## src/rtl/tcb_arb_rr.sv

```systemverilog
// tcb_arb_rr: round-robin arbiter sharing one TCB subordinate among MN managers,
// with optional per-manager lock and a DLY-deep response routing pipeline.
module tcb_arb_rr #(
    parameter  int MN  = 2,
    parameter  int ABW = 32,
    parameter  int DBW = 32,
    parameter  int SLW = 8,
    parameter  int DLY = 1,
    localparam int BEW = DBW/SLW
)(
    input  logic              clk,
    input  logic              rst,
    input  logic [MN-1:0]     man_vld,
    input  logic [MN-1:0]     man_lck,
    input  logic [MN-1:0]     man_wen,
    input  logic [MN*ABW-1:0] man_adr,
    input  logic [MN*BEW-1:0] man_ben,
    input  logic [MN*DBW-1:0] man_wdt,
    output logic [MN-1:0]     man_rdy,
    output logic [MN-1:0]     man_rsp,
    output logic [MN*DBW-1:0] man_rdt,
    output logic [MN-1:0]     man_err,
    output logic              sub_vld,
    output logic              sub_wen,
    output logic [ABW-1:0]    sub_adr,
    output logic [BEW-1:0]    sub_ben,
    output logic [DBW-1:0]    sub_wdt,
    input  logic              sub_rdy,
    input  logic [DBW-1:0]    sub_rdt,
    input  logic              sub_err
);
    localparam int IW = $clog2(MN);

    logic [IW-1:0] ptr, ptr_nxt, lck_idx, idx_nxt, gnt, rsp_idx;
    logic          lck_act, lck_nxt, gnt_v, sub_trn, rsp_v;

    // explicit compare against MN keeps non-power-of-2 wrap correct
    function automatic logic [IW-1:0] inc(input logic [IW-1:0] a, input int b);
        int s;
        s = int'(a) + b;
        return IW'(s >= MN ? s - MN : s);
    endfunction

    always_ff @(posedge clk) begin
        if (rst) begin
            ptr     <= '0;
            lck_act <= 1'b0;
            lck_idx <= '0;
        end else begin
            ptr     <= ptr_nxt;
            lck_act <= lck_nxt;
            lck_idx <= idx_nxt;
        end
    end

    always_comb begin
        ptr_nxt = ptr;
        lck_nxt = lck_act;
        idx_nxt = lck_idx;
        if (sub_trn && lck_act && !man_lck[lck_idx]) begin
            lck_nxt = 1'b0;
            ptr_nxt = inc(lck_idx, 1);
        end else if (sub_trn && !lck_act) begin
            ptr_nxt = inc(gnt, 1);
            lck_nxt = man_lck[gnt];
            idx_nxt = man_lck[gnt] ? gnt : lck_idx;
        end
    end

    // descending scan so the lowest offset from ptr wins
    always_comb begin
        gnt_v = 1'b0;
        gnt   = '0;
        if (!rst && lck_act) begin
            gnt_v = 1'b1;
            gnt   = lck_idx;
        end else if (!rst) begin
            for (int k = MN-1; k >= 0; k--) begin
                if (man_vld[inc(ptr, k)]) begin
                    gnt_v = 1'b1;
                    gnt   = inc(ptr, k);
                end
            end
        end
    end

    assign sub_vld = gnt_v & man_vld[gnt];
    assign sub_trn = sub_vld & sub_rdy;
    assign sub_wen = gnt_v & man_wen[gnt];
    assign sub_adr = gnt_v ? man_adr[int'(gnt)*ABW +: ABW] : '0;
    assign sub_ben = gnt_v ? man_ben[int'(gnt)*BEW +: BEW] : '0;
    assign sub_wdt = gnt_v ? man_wdt[int'(gnt)*DBW +: DBW] : '0;
    assign man_rdy = (gnt_v && sub_rdy) ? (MN'(1) << gnt) : '0;

    if (DLY == 0) begin : g_comb
        assign rsp_v   = sub_trn;
        assign rsp_idx = gnt;
    end else begin : g_pipe
        logic [DLY-1:0] v;
        logic [IW-1:0]  x [DLY];
        always_ff @(posedge clk) begin
            x[0] <= gnt;
            for (int k = 1; k < DLY; k++) x[k] <= x[k-1];
            if (rst) begin
                v <= '0;
            end else begin
                v[0] <= sub_trn;
                for (int k = 1; k < DLY; k++) v[k] <= v[k-1];
            end
        end
        assign rsp_v   = v[DLY-1];
        assign rsp_idx = x[DLY-1];
    end

    always_comb begin
        man_rsp = '0;
        man_err = '0;
        man_rdt = '0;
        for (int i = 0; i < MN; i++) begin
            man_rsp[i]               = rsp_v & !rst & (rsp_idx == IW'(i));
            man_err[i]               = man_rsp[i] & sub_err;
            man_rdt[i*DBW +: DBW]    = man_rsp[i] ? sub_rdt : '0;
        end
    end
endmodule

```

## config.mk

```make
export PLATFORM = sky130hd
export DESIGN_NAME = tcb_arb_rr
export DESIGN_NICKNAME = d
export VERILOG_FILES = /design/src/rtl/tcb_arb_rr.sv
export SDC_FILE = /design/constraint.sdc
export NUM_CORES = 1
export LEC_CHECK = 0
export BUFFER_PORTS_ARGS = -buffer_cell sky130_fd_sc_hd__buf_2
export CELL_PAD_IN_SITES_DETAIL_PLACEMENT = 1
export CELL_PAD_IN_SITES_GLOBAL_PLACEMENT = 2
export CORE_MARGIN = 4
export CORE_UTILIZATION = 11
export DETAILED_ROUTE_END_ITERATION = 6
export PLACE_DENSITY_LB_ADDON = 0.25
export SYNTH_ARGS = -nofsm -noshare
export SYNTH_HDL_FRONTEND = slang
export SYNTH_SLANG_ARGS = --single-unit
```

## constraint.sdc

```tcl
create_clock -name clk -period 1.6 [get_ports clk]
set_input_delay 0.32 -clock clk [delete_from_list [all_inputs] [get_ports clk]]
set_output_delay 0.32 -clock clk [all_outputs]
set_load 0.02 [all_outputs]
```

==> impl_results.md, run 1 <==
- Status: complete, but fails checks
- Failing checks: setup timing
- Slowest stage delay, CP: 320 ps
- Post-DR vias/cell: 4.127
- Synthesized flop and latch total: 5
- Detailed-route via count: around 4000
- Crit Path Class: reg2out
- Synth-to-layout area growth: 154.1%
- FP Rows: 52
- Max-cap violation count: 0
- Iter 0 DRT Violations: 152
- Slew headroom: 0.7612
- CTS H-tree depth: 1
- Min-delay worst type: in2reg
- Final #Nets: 876
- Clk pwr share: 0.188
- CP Cell Sequence: and2b_4, o21ai_4, and2_4, buf_12, o21ai_2, buf_2
- RSZ-0062 raised after global routing: true
- Routed len/inst: 19.18 um
- Syn Nets: 529
- Switching part of the total: 0.4215
- Post-route setup TNS: -30980 ps
- LEAKAGE: 2.863 nW
- Final WS setup: -369.9 ps
- Crit path DAT: ~1700 ps
- Initial core utilization: 0.1129
- Final hold violations: 0
- Initial antenna violation count: 3
- Dpl cells: 928
- Power Dens Cells: 376.6 nW/um^2
- Crit-path slowest cell: dfxtp_2
- CTS tree: yes
- TritonCTS Buffers: 3
- Synth unique cells: 35
- Final period utilization: 1.231
- Clock Path Buffers: 2
- Final WL: 18590 um
- Logic gate share of total power: 0.748
- Proportion of synthesized chip area in sequential cells: 0.04355
- Total grt overflow: 0
- Critical path launch point type: flip-flop
- Psw: a little over 0.9 mW
- CP Max Fanout: 14
- Worst Setup End Kind: output port
- Share of layout cells above drive strength 1: 0.7704
- Global Route Usage Sum: 0.1289
- Crit path time final: 1970 ps
- Seq pwr share: 0.064
- Clk_lat worst skew: approximately 230 ps
- Core ar.: 20360 sq um
- Prevailing post-synth register cell: dfxtp_1
- Drc violations: 0
- Die height: between 150 and 200 um
- Commonest non-fill, non-tap cell in the layout: buf_2
- Sum of buffers and inverters on the critical path: 2
- Antenna-violating nets left: 0
- Synthesis warning total: 0
- Fmax: 507.6 MHz
- CTS clock-pin slew for the worst setup and hold paths: 30 ps
- Largest net degree at the start of global routing: 29
- Slew Viols, Final: 0
- First-pass GRT wire length: 24090 um
- Post-Layout Cell Count: 969
- Root Buffer: clkbuf_16
- Final setup fails: 134
- Required time worst endpoint: 1280 ps
- Max VDD drop: 0.2380 mV
- Mapped Avg Cell Area: 6.548 sq um
- Post-Syn Area: 2298 sq um
- Post-DP HPWL: 12550 um
- Slew @ Worst Pin: 357.4 ps
- # clock sinks: 5
- Async set-reset flop share out of synthesis: 0
- Hold buffers post-CTS: 0
- Post-synth EDFFs: 0
- P_int: ~1.3 mW
- Gp weighted congestion: roughly 0.83
- Commonest non-fill, non-tap cells in the layout: 197 x buf_2, 121 x buf_6, 69 x nand2_1
- Delay-heaviest family, CP: simple AND/OR/NAND/NOR gates
- 1st-pass router iterations: 4
- # IOs: 318
- Die W: 152.6 um
- Post-synthesis cell count: 351
- Port buffer count: approximately 320
- Vias in the first global route: between 4000 and 5000
- WHS: 462.7 ps
- Final Skew: 2.983 ps
- Die area: 23270 sq um
## cell usage after synthesis (2+ instances only)
library cell,instances,area share
inv_1,2,0.0033
nor3b_1,2,0.0065
buf_12,7,0.061
dlymetal6s2s_1,6,0.033
nor2_1,2,0.0033
nand2_1,71,0.12
o21ai_0,2,0.0044
o21ai_2,68,0.26
and3_1,2,0.0054
clkbuf_1,17,0.028
o21ai_1,3,0.0065
mux2i_1,2,0.0087
dfxtp_1,5,0.044
and2_1,67,0.18
buf_2,6,0.013
nand3_1,70,0.15
## per-stage QoR
stage / setup slack, ps / power [mW] / util / instance area (sq um)
6_report: -369.9 / 2.199 / 0.2867 / 5839
5_1_grt: -450.8 / 2.330 / 0.2866 / 5837
4_1_cts: -381.0 / 1.981 / 0.2410 / 4908
3_5_place_dp: -265.9 / 1.356 / 0.2067 / 4210
3_3_place_gp: -248.4 / 1.346 / 0.2067 / 4210
2_1_floorplan: -44.82 / 0.8452 / - / 2344
## cells by family (layout without fill, tap and decap cells)
group                  after synthesis  after routing  share of synthesized area
AOI/OAI and AO/OA                   81             81                     0.2999
buffers and inverters               40            385                     0.1459
DFF                                  5              5                    0.04355
muxes                                2              2                   0.008710
other                                0              2                          0
and+or+nand+nor                    223            224                     0.5019
## path summary, 6_finish.rpt
path / from / to / slack [ps] / cells past startpoint
worst max register to register: lck_act / lck_idx / 150 / 5
worst min register to register: lck_idx / ptr / 610 / 2
worst max-delay path: ptr / sub_wdt[26] / -370 / 6
worst min-delay path: sub_rdy / g_pipe.v / 460 / 3
## sequential cells by signal, indices dropped and copies added, names as in the netlist
signal    count
g_pipe.x      1
g_pipe.v      1
lck_act       1
ptr           1
lck_idx       1
## power groups by stage
stage | logic, mW | clock network [mW] | registers [mW]
after global placement | 1.21 | 0 | 0.140
final | 1.64 | 0.414 | 0.141
after floorplan | 0.705 | 0 | 0.140
after global routing | 1.76 | 0.430 | 0.142
after detailed placement | 1.22 | 0 | 0.141
after CTS | 1.43 | 0.413 | 0.141
## worst min-delay path, stage by stage
cell	delay, ps
buf_2	90
buf_4	130
and2_1	110
## layout make-up
cell class / instances / area, sq um
Multi-Input combinational cell: 307 / 2082
Clock buffer: 4 / 78.83
Sequential cell: 5 / 105.1
Antenna cell: 2 / 5.005
Tap cell: 270 / 337.8
Fill cell: 2471 / 14530
Timing Repair Buffer: 378 / 3214
Inverter: 3 / 16.27
## metal layers
layer  wire length, um  vias to the layer above  GRT usage
met3              1190                       23    0.03465
met2             10300                      206     0.2610
met1              6642                     1861     0.1328
li1                  -                     1905          -
met4               414                        4    0.02206
met5                34                        -          0
## timing repair
item,in CTS,in global routing
setup endpoints to repair,116,130
cloned,7,14
setup buffers,10,9
resized for setup,109,237
pin swaps,21,48
(Power assumes the default switching activity.)
==> run 2: changes to the inputs <==
--- a/config.mk
+++ b/config.mk
@@ -5,12 +5,13 @@
 export SDC_FILE = /design/constraint.sdc
 export NUM_CORES = 1
 export LEC_CHECK = 0
-export BUFFER_PORTS_ARGS = -buffer_cell sky130_fd_sc_hd__buf_2
+export BUFFER_PORTS_ARGS = -buffer_cell sky130_fd_sc_hd__buf_4
 export CELL_PAD_IN_SITES_DETAIL_PLACEMENT = 1
 export CELL_PAD_IN_SITES_GLOBAL_PLACEMENT = 2
 export CORE_MARGIN = 4
 export CORE_UTILIZATION = 11
 export DETAILED_ROUTE_END_ITERATION = 6
+export GPL_ROUTABILITY_DRIVEN = 0
 export PLACE_DENSITY_LB_ADDON = 0.25
 export SYNTH_ARGS = -nofsm -noshare
 export SYNTH_HDL_FRONTEND = slang
==> run 2 against run 1 <==
  * The flow still finishes with violations (setup timing)
  * Sequential share of layout area fell by 0.21 points
  * Non-clock buffer count fell by 8
  * Final cell count fell by 1.0%
  * Cell area rose by 15%
  * Via count rose by 0.75%
  * Sequential power barely moved
  * Largest cell class unchanged
==> impl_results.md, run 2 (synthesis results as in run 1) <==
- CP Cell Sequence: and2b_4, o21ai_4, and2_4, buf_12, buf_12, o21ai_1, buf_4
- Clk_lat worst skew: 230 ps (about the same)
- Switching part of the total: 0.3981 (-0.02340)
- Required time worst endpoint: 1280 ps (about the same)
- Global Route Usage Sum: 0.1304 (+0.001484)
- Crit path DAT: 1670 ps (+20 ps)
- CTS tree: yes
- Commonest non-fill, non-tap cell in the layout: buf_4
- Post-DP HPWL: 12700 um (+1.1%)
- Die height: 152.6 um (unchanged)
- Failing checks: setup timing
- CTS clock-pin slew for the worst setup and hold paths: 30 ps (about the same)
- Commonest non-fill, non-tap cells in the layout: 204 x buf_4, 134 x buf_6, 71 x nand2_1
- Slowest stage delay, CP: 330 ps (about the same)
- Placed cell area: 5059 sq um (+20%)
- Slew Viols, Final: 0 (unchanged)
- Hold buffers post-CTS: 0 (unchanged)
- Total grt overflow: 0 (unchanged)
- Final period utilization: 1.244 (+0.01289)
- LEAKAGE: 3.071 nW (+7.3%)
- TritonCTS Buffers: 3 (unchanged)
- Synth-to-layout area growth: 191.2%
- Clock Path Buffers: 2 (unchanged)
- CTS H-tree depth: 1 (unchanged)
- FP Rows: 52 (unchanged)
- Initial antenna violation count: 3 (unchanged)
- Psw: 0.9940 mW (+7.2%)
- Final WL: 18680 um (+0.49%)
- Slew @ Worst Pin: 283.2 ps (-74.20 ps)
- Post-DR vias/cell: 4.201 (+1.8%)
- Iter 0 DRT Violations: 112 (-26%)
- Post-route cell area: 6694 sq um (+15%)
- Final hold violations: 0 (unchanged)
- Worst Setup End Kind: output port
- Final WS setup: -390.6 ps (-20.63 ps)
- Initial core utilization: 0.1129 (unchanged)
- Crit Path Class: reg2out
- Vias in the first global route: 4382 (+4.8%)
- Logic gate share of total power: 0.778 (+0.030)
- RSZ-0062 raised after global routing: true
- Max VDD drop: 0.2716 mV (+14%)
- Antenna-violating nets left: 0 (unchanged)
- Core ar.: 20360 sq um (unchanged)
- Slew headroom: 0.8108 (+0.04957)
- Die W: 152.6 um (unchanged)
- # clock sinks: 5 (unchanged)
- Final Skew: 0.8227 ps (-2.161 ps)
- Critical path's most frequent cell: buf_12
- Final setup fails: 123 (-8.2%)
- CP Max Fanout: 6 (-8)
- Root Buffer: clkbuf_16
- Port buffer count: 317 (unchanged)
- Status: complete, but fails checks
- Crit path time final: 1991 ps (+20.63 ps)
- Final #Nets: 867 (-1.0%)
- Drc violations: 0 (unchanged)
- First-pass GRT wire length: 24470 um (+1.6%)
- Crit-path slowest cell: dfxtp_2
- Die area: 23270 sq um (unchanged)
- Wire length on met3: 1361 um (+14%)
- Min-delay worst type: in2reg
- Max-cap violation count: 0 (unchanged)
- Fill count: 2354 (-4.7%)
- Critical path launch point type: flip-flop
- Post-Route Utilization: 0.3287 (+0.04196)
- Seq pwr share: 0.057 (-0.007)
- # IOs: 318 (unchanged)
- Power Dens Cells: 373.0 nW/um^2 (-0.95%)
- Share of layout cells above drive strength 1: 0.7558 (-0.01463)
- Flop2flop setup slack: 300 ps (+150 ps)
- Fmax: 502.4 MHz (-1.0%)
- Detailed-route via count: 4029 (+0.75%)
- Top Metal Used: met5
- Met2 WL: 10580 um (+2.7%)
- Placement Setup Slack: -234.7 ps (+31.25 ps)
- Largest net degree at the start of global routing: 35 (+21%)
- Length of routed wiring on met1: 6291 um (-5.3%)
- Routed len/inst: 19.47 um (+1.5%)
- P_int: 1.503 mW (+18%)
- 1st-pass router iterations: 4 (unchanged)
- Clk pwr share: 0.165 (-0.023)
run 2: cell count changes in the layout (fill, tap and decap cells not counted), moves of 3 or more:
cell	change
buf_12	+6
buf_6	+13
buf_4	+172
buf_2	-197
and2_4	-3
o21ai_2	-45
o21ai_4	+45
and2_1	+4
buf_8	-3
run 2: path summary, 6_finish.rpt:
check,from,end,depth (start not counted)
setup / recovery,ptr,sub_wdt[31],7
setup reg to reg,lck_act,ptr,6
hold / removal,sub_rdy,g_pipe.v,2
hold reg to reg,lck_idx,ptr,2
run 2: per-layer routing:
layer  track usage  vias to the layer above
met4       0.02630                        4
met5             0                        -
met2        0.2650                      203
met3       0.04118                       24
met1        0.1282                     1926
li1              -                     1872
run 2: per-stage QoR:
step	hold WS [ps]	std cells	power, mW	TNS (ps)
2_1_floorplan	441.7	351	0.8452	-2966
3_3_place_gp	586.2	927	1.599	-13580
3_5_place_dp	594.1	927	1.619	-15290
4_1_cts	389.7	944	2.341	-24740
5_1_grt	391.1	959	2.637	-35480
6_report	387.2	959	2.497	-27490
run 2: worst max-delay path, delay by kind of cell, from the launching register on:
family | cells | cell delay, ps
flops | 1 | 330
compound gates | 2 | 220
buf+inv | 3 | 470
simple gates | 2 | 410
run 2: power groups by stage:
stage               combinational [mW]  sequential (mW)  clock, mW
floorplan                        0.705            0.140          0
global route                      2.06            0.142      0.435
detailed placement                1.48            0.141          0
CTS                               1.78            0.141      0.419
finish                            1.94            0.141      0.412
global placement                  1.46            0.140          0
run 2: layout make-up:
type	count	area (sq um)	share of cell area
Multi-Input combinational cell	306	2384	0.3561
Tap cell	270	337.8	0.05047
Clock buffer	4	78.83	0.01178
Inverter	3	16.27	0.002430
Antenna cell	1	2.502	0.0003738
Sequential cell	5	106.4	0.01589
Timing Repair Buffer	370	3769	0.5630
run 2: repair_timing:
action,CTS,global route
hold endpoints to repair,0,0
gates cloned,6,13
buffers inserted,7,1
resized for setup,111,152
pin swaps,35,84
setup endpoints to repair,108,136
==> run 3: changes to the inputs <==
--- a/config.mk
+++ b/config.mk
@@ -9,7 +9,7 @@
 export CELL_PAD_IN_SITES_DETAIL_PLACEMENT = 1
 export CELL_PAD_IN_SITES_GLOBAL_PLACEMENT = 2
 export CORE_MARGIN = 4
-export CORE_UTILIZATION = 11
+export CORE_UTILIZATION = 13
 export DETAILED_ROUTE_END_ITERATION = 6
 export GPL_ROUTABILITY_DRIVEN = 0
 export PLACE_DENSITY_LB_ADDON = 0.25
==> constraint.sdc (replaced) <==
create_clock -name clk -period 2.16 [get_ports clk]
set_input_delay 0.432 -clock clk [delete_from_list [all_inputs] [get_ports clk]]
set_output_delay 0.432 -clock clk [all_outputs]
set_load 0.02 [all_outputs]
==> run 3 against run 2 <==
  * The run now ends clean
  * Clock power is 25% lower
  * Critical path depth is the same
  * Clock skew increased by 0.88 ps
  * Final cell count decreased by 7.7%
  * Routed wire length shrank 21%
  * Worst hold slack improved by 79 ps
  * Global-route usage grew 0.24 points
  * Sequential share of layout area rose by 0.50 points
  * Critical path type unchanged
  * Largest cell class unchanged
==> impl_results.md, run 3 (synthesis results as in run 1) <==
- Vias in the first global route: 3914 (-11%)
- Slowest stage delay, CP: 360 ps (+30 ps)
- Crit path DAT: 1650 ps (-20 ps)
- Ant diodes: 0 (-1)
- Post-DR vias/cell: 4.185 (-0.38%)
- Final Skew: 1.703 ps (+0.8807 ps)
- CTS tree: yes
- Max VDD drop: 0.2061 mV (-24%)
- Switching part of the total: 0.4115 (+0.01335)
- Slew headroom: 0.6937 (-0.1171)
- Final #Nets: 839 (-3.2%)
- Post-Route Utilization: 0.2915 (-0.03726)
- CP Max Fanout: 27 (+21)
- Clk pwr share: 0.205 (+0.040)
- P_int: 0.8822 mW (-41%)
- # IOs: 318 (unchanged)
- Antenna-violating nets left: 0 (unchanged)
- # clock sinks: 5 (unchanged)
- Detailed-route via count: 3704 (-8.1%)
- Post-DP HPWL: 11810 um (-7.0%)
- CTS H-tree depth: 1 (unchanged)
- 1st-pass router iterations: 4 (unchanged)
- Crit-path slowest cell: dfxtp_4
- Delay-heaviest family, CP: buffers and inverters
- Min-delay worst type: in2reg
- Grt met3 use: 0.04274 (+0.001559)
- Power Dens Cells: 297.4 nW/um^2 (-20%)
- Critical path's most frequent cell: buf_4
- Clock Path Buffers: 2 (unchanged)
- Final hold violations: 0 (unchanged)
- Tot Pwr: 1.499 mW (-40%)
- Initial core utilization: 0.1329 (+0.02002)
- Logic gate share of total power: 0.725 (-0.053)
- FP Rows: 48 (-7.7%)
- Slew Viols, Final: 0 (unchanged)
- Commonest non-fill, non-tap cells in the layout: 332 x buf_4, 71 x nand2_1, 70 x nand3_1
- Hold buffers post-CTS: 0 (unchanged)
- Routed len/inst: 16.69 um (-14%)
- Final WS setup: 77.77 ps (+468.3 ps)
- Share of layout cells above drive strength 1: 0.6424 (-0.1134)
- Largest net degree at the start of global routing: 54 (+54%)
- Psw: 0.6168 mW (-38%)
- Iter 0 DRT Violations: 81 (-28%)
- Fmax: 480.3 MHz
- Crit Path Class: reg2out
- Clk_lat worst skew: 230 ps (about the same)
- Final period utilization: 0.9640
- Total grt overflow: 0 (unchanged)
- Seq pwr share: 0.070 (+0.013)
- Die W: 141.0 um (-7.6%)
- Critical path launch point type: flip-flop
- TritonCTS Buffers: 3 (unchanged)
- Core ar.: 17300 sq um (-15%)
- Crit path time final: 2082 ps
- Global Route Usage Sum: 0.1328 (+0.002382)
- LEAKAGE: 2.549 nW (-17%)
- Initial antenna violation count: 0 (-3)
- Drc violations: 0 (unchanged)
- Worst Setup End Kind: output port
- GR peak layer: met2
- Commonest non-fill, non-tap cell in the layout: buf_4
- Placement Setup Slack: 66.81 ps (+301.5 ps)
- CTS clock-pin slew for the worst setup and hold paths: 30 ps (about the same)
- Required time worst endpoint: 1730 ps (+450 ps)
- Slew @ Worst Pin: 458.5 ps (+175.3 ps)
- Final setup fails: 0 (-100%)
- CP Cell Sequence: nand2b_4, o21ai_4, buf_4, buf_12, nand3_1, o21ai_1, buf_4
- Grt met2 use: 0.2578 (-0.007217)
- Status: complete, no violations
- Die height: 141.0 um (-7.6%)
- Sum of buffers and inverters on the critical path: 3 (unchanged)
- RSZ-0062 raised after global routing: true
- Global-route met1 utilization: 0.1430 (+0.01484)
- Die area: 19870 sq um (-15%)
- First-pass GRT wire length: 21330 um (-13%)
- Root Buffer: clkbuf_16
- Final WL: 14770 um (-21%)
- Port buffer count: 317 (unchanged)
- Synth-to-layout area growth: 119.3%
- Max-cap violation count: 0 (unchanged)
run 3: through the flow:
stage | hold slack, ps | std cells | TNS (ps) | cell area [sq um]
6_report | 466.4 | 885 | 0 | 5041
5_1_grt | 490.6 | 885 | -55.19 | 5041
4_1_cts | 470.5 | 880 | 0 | 4952
3_5_place_dp | 575.7 | 876 | 0 | 4868
3_3_place_gp | 556.8 | 876 | 0 | 4868
2_1_floorplan | 525.4 | 351 | 0 | 2298
run 3: what timing repair did:
action                                  CTS  global route
pin swaps                                 2             1
gates cloned                              0             2
hold endpoints to repair                  0             0
setup buffers                             0             3
resized for setup                         2             2
endpoints found under the setup margin   21            53
run 3: final timing paths:
| check | from | slack [ps] | cells past startpoint | end |
|---|---|---|---|---|
| min | rst | 470 | 2 | lck_idx |
| min reg2reg | ptr | 570 | 3 | ptr |
| max reg2reg | lck_act | 840 | 4 | lck_idx |
| max | lck_act | 80 | 7 | sub_wdt[31] |
run 3: layout make-up:
class | instances | area, sq um
sequential | 5 | 105.1
inverter | 3 | 11.26
multi-input combinational | 306 | 1871
timing repair buffer | 342 | 2694
fill | 2141 | 12260
tap | 225 | 281.5
clock buffer | 4 | 78.83
run 3: power groups by stage:
stage	registers (mW)	clock network, mW	logic [mW]
floorplan	0.104	0	0.520
global placement	0.106	0	1.05
CTS	0.105	0.312	1.07
global route	0.106	0.320	1.17
finish	0.105	0.307	1.09
detailed placement	0.106	0	1.07
run 3: layer usage:
| layer | vias to the layer above | routed length [um] |
|---|---|---|
| li1 | 1810 | - |
| met1 | 1703 | 5531 |
| met2 | 189 | 7755 |
| met3 | 2 | 1418 |
| met4 | 0 | 62 |
| met5 | - | 0 |
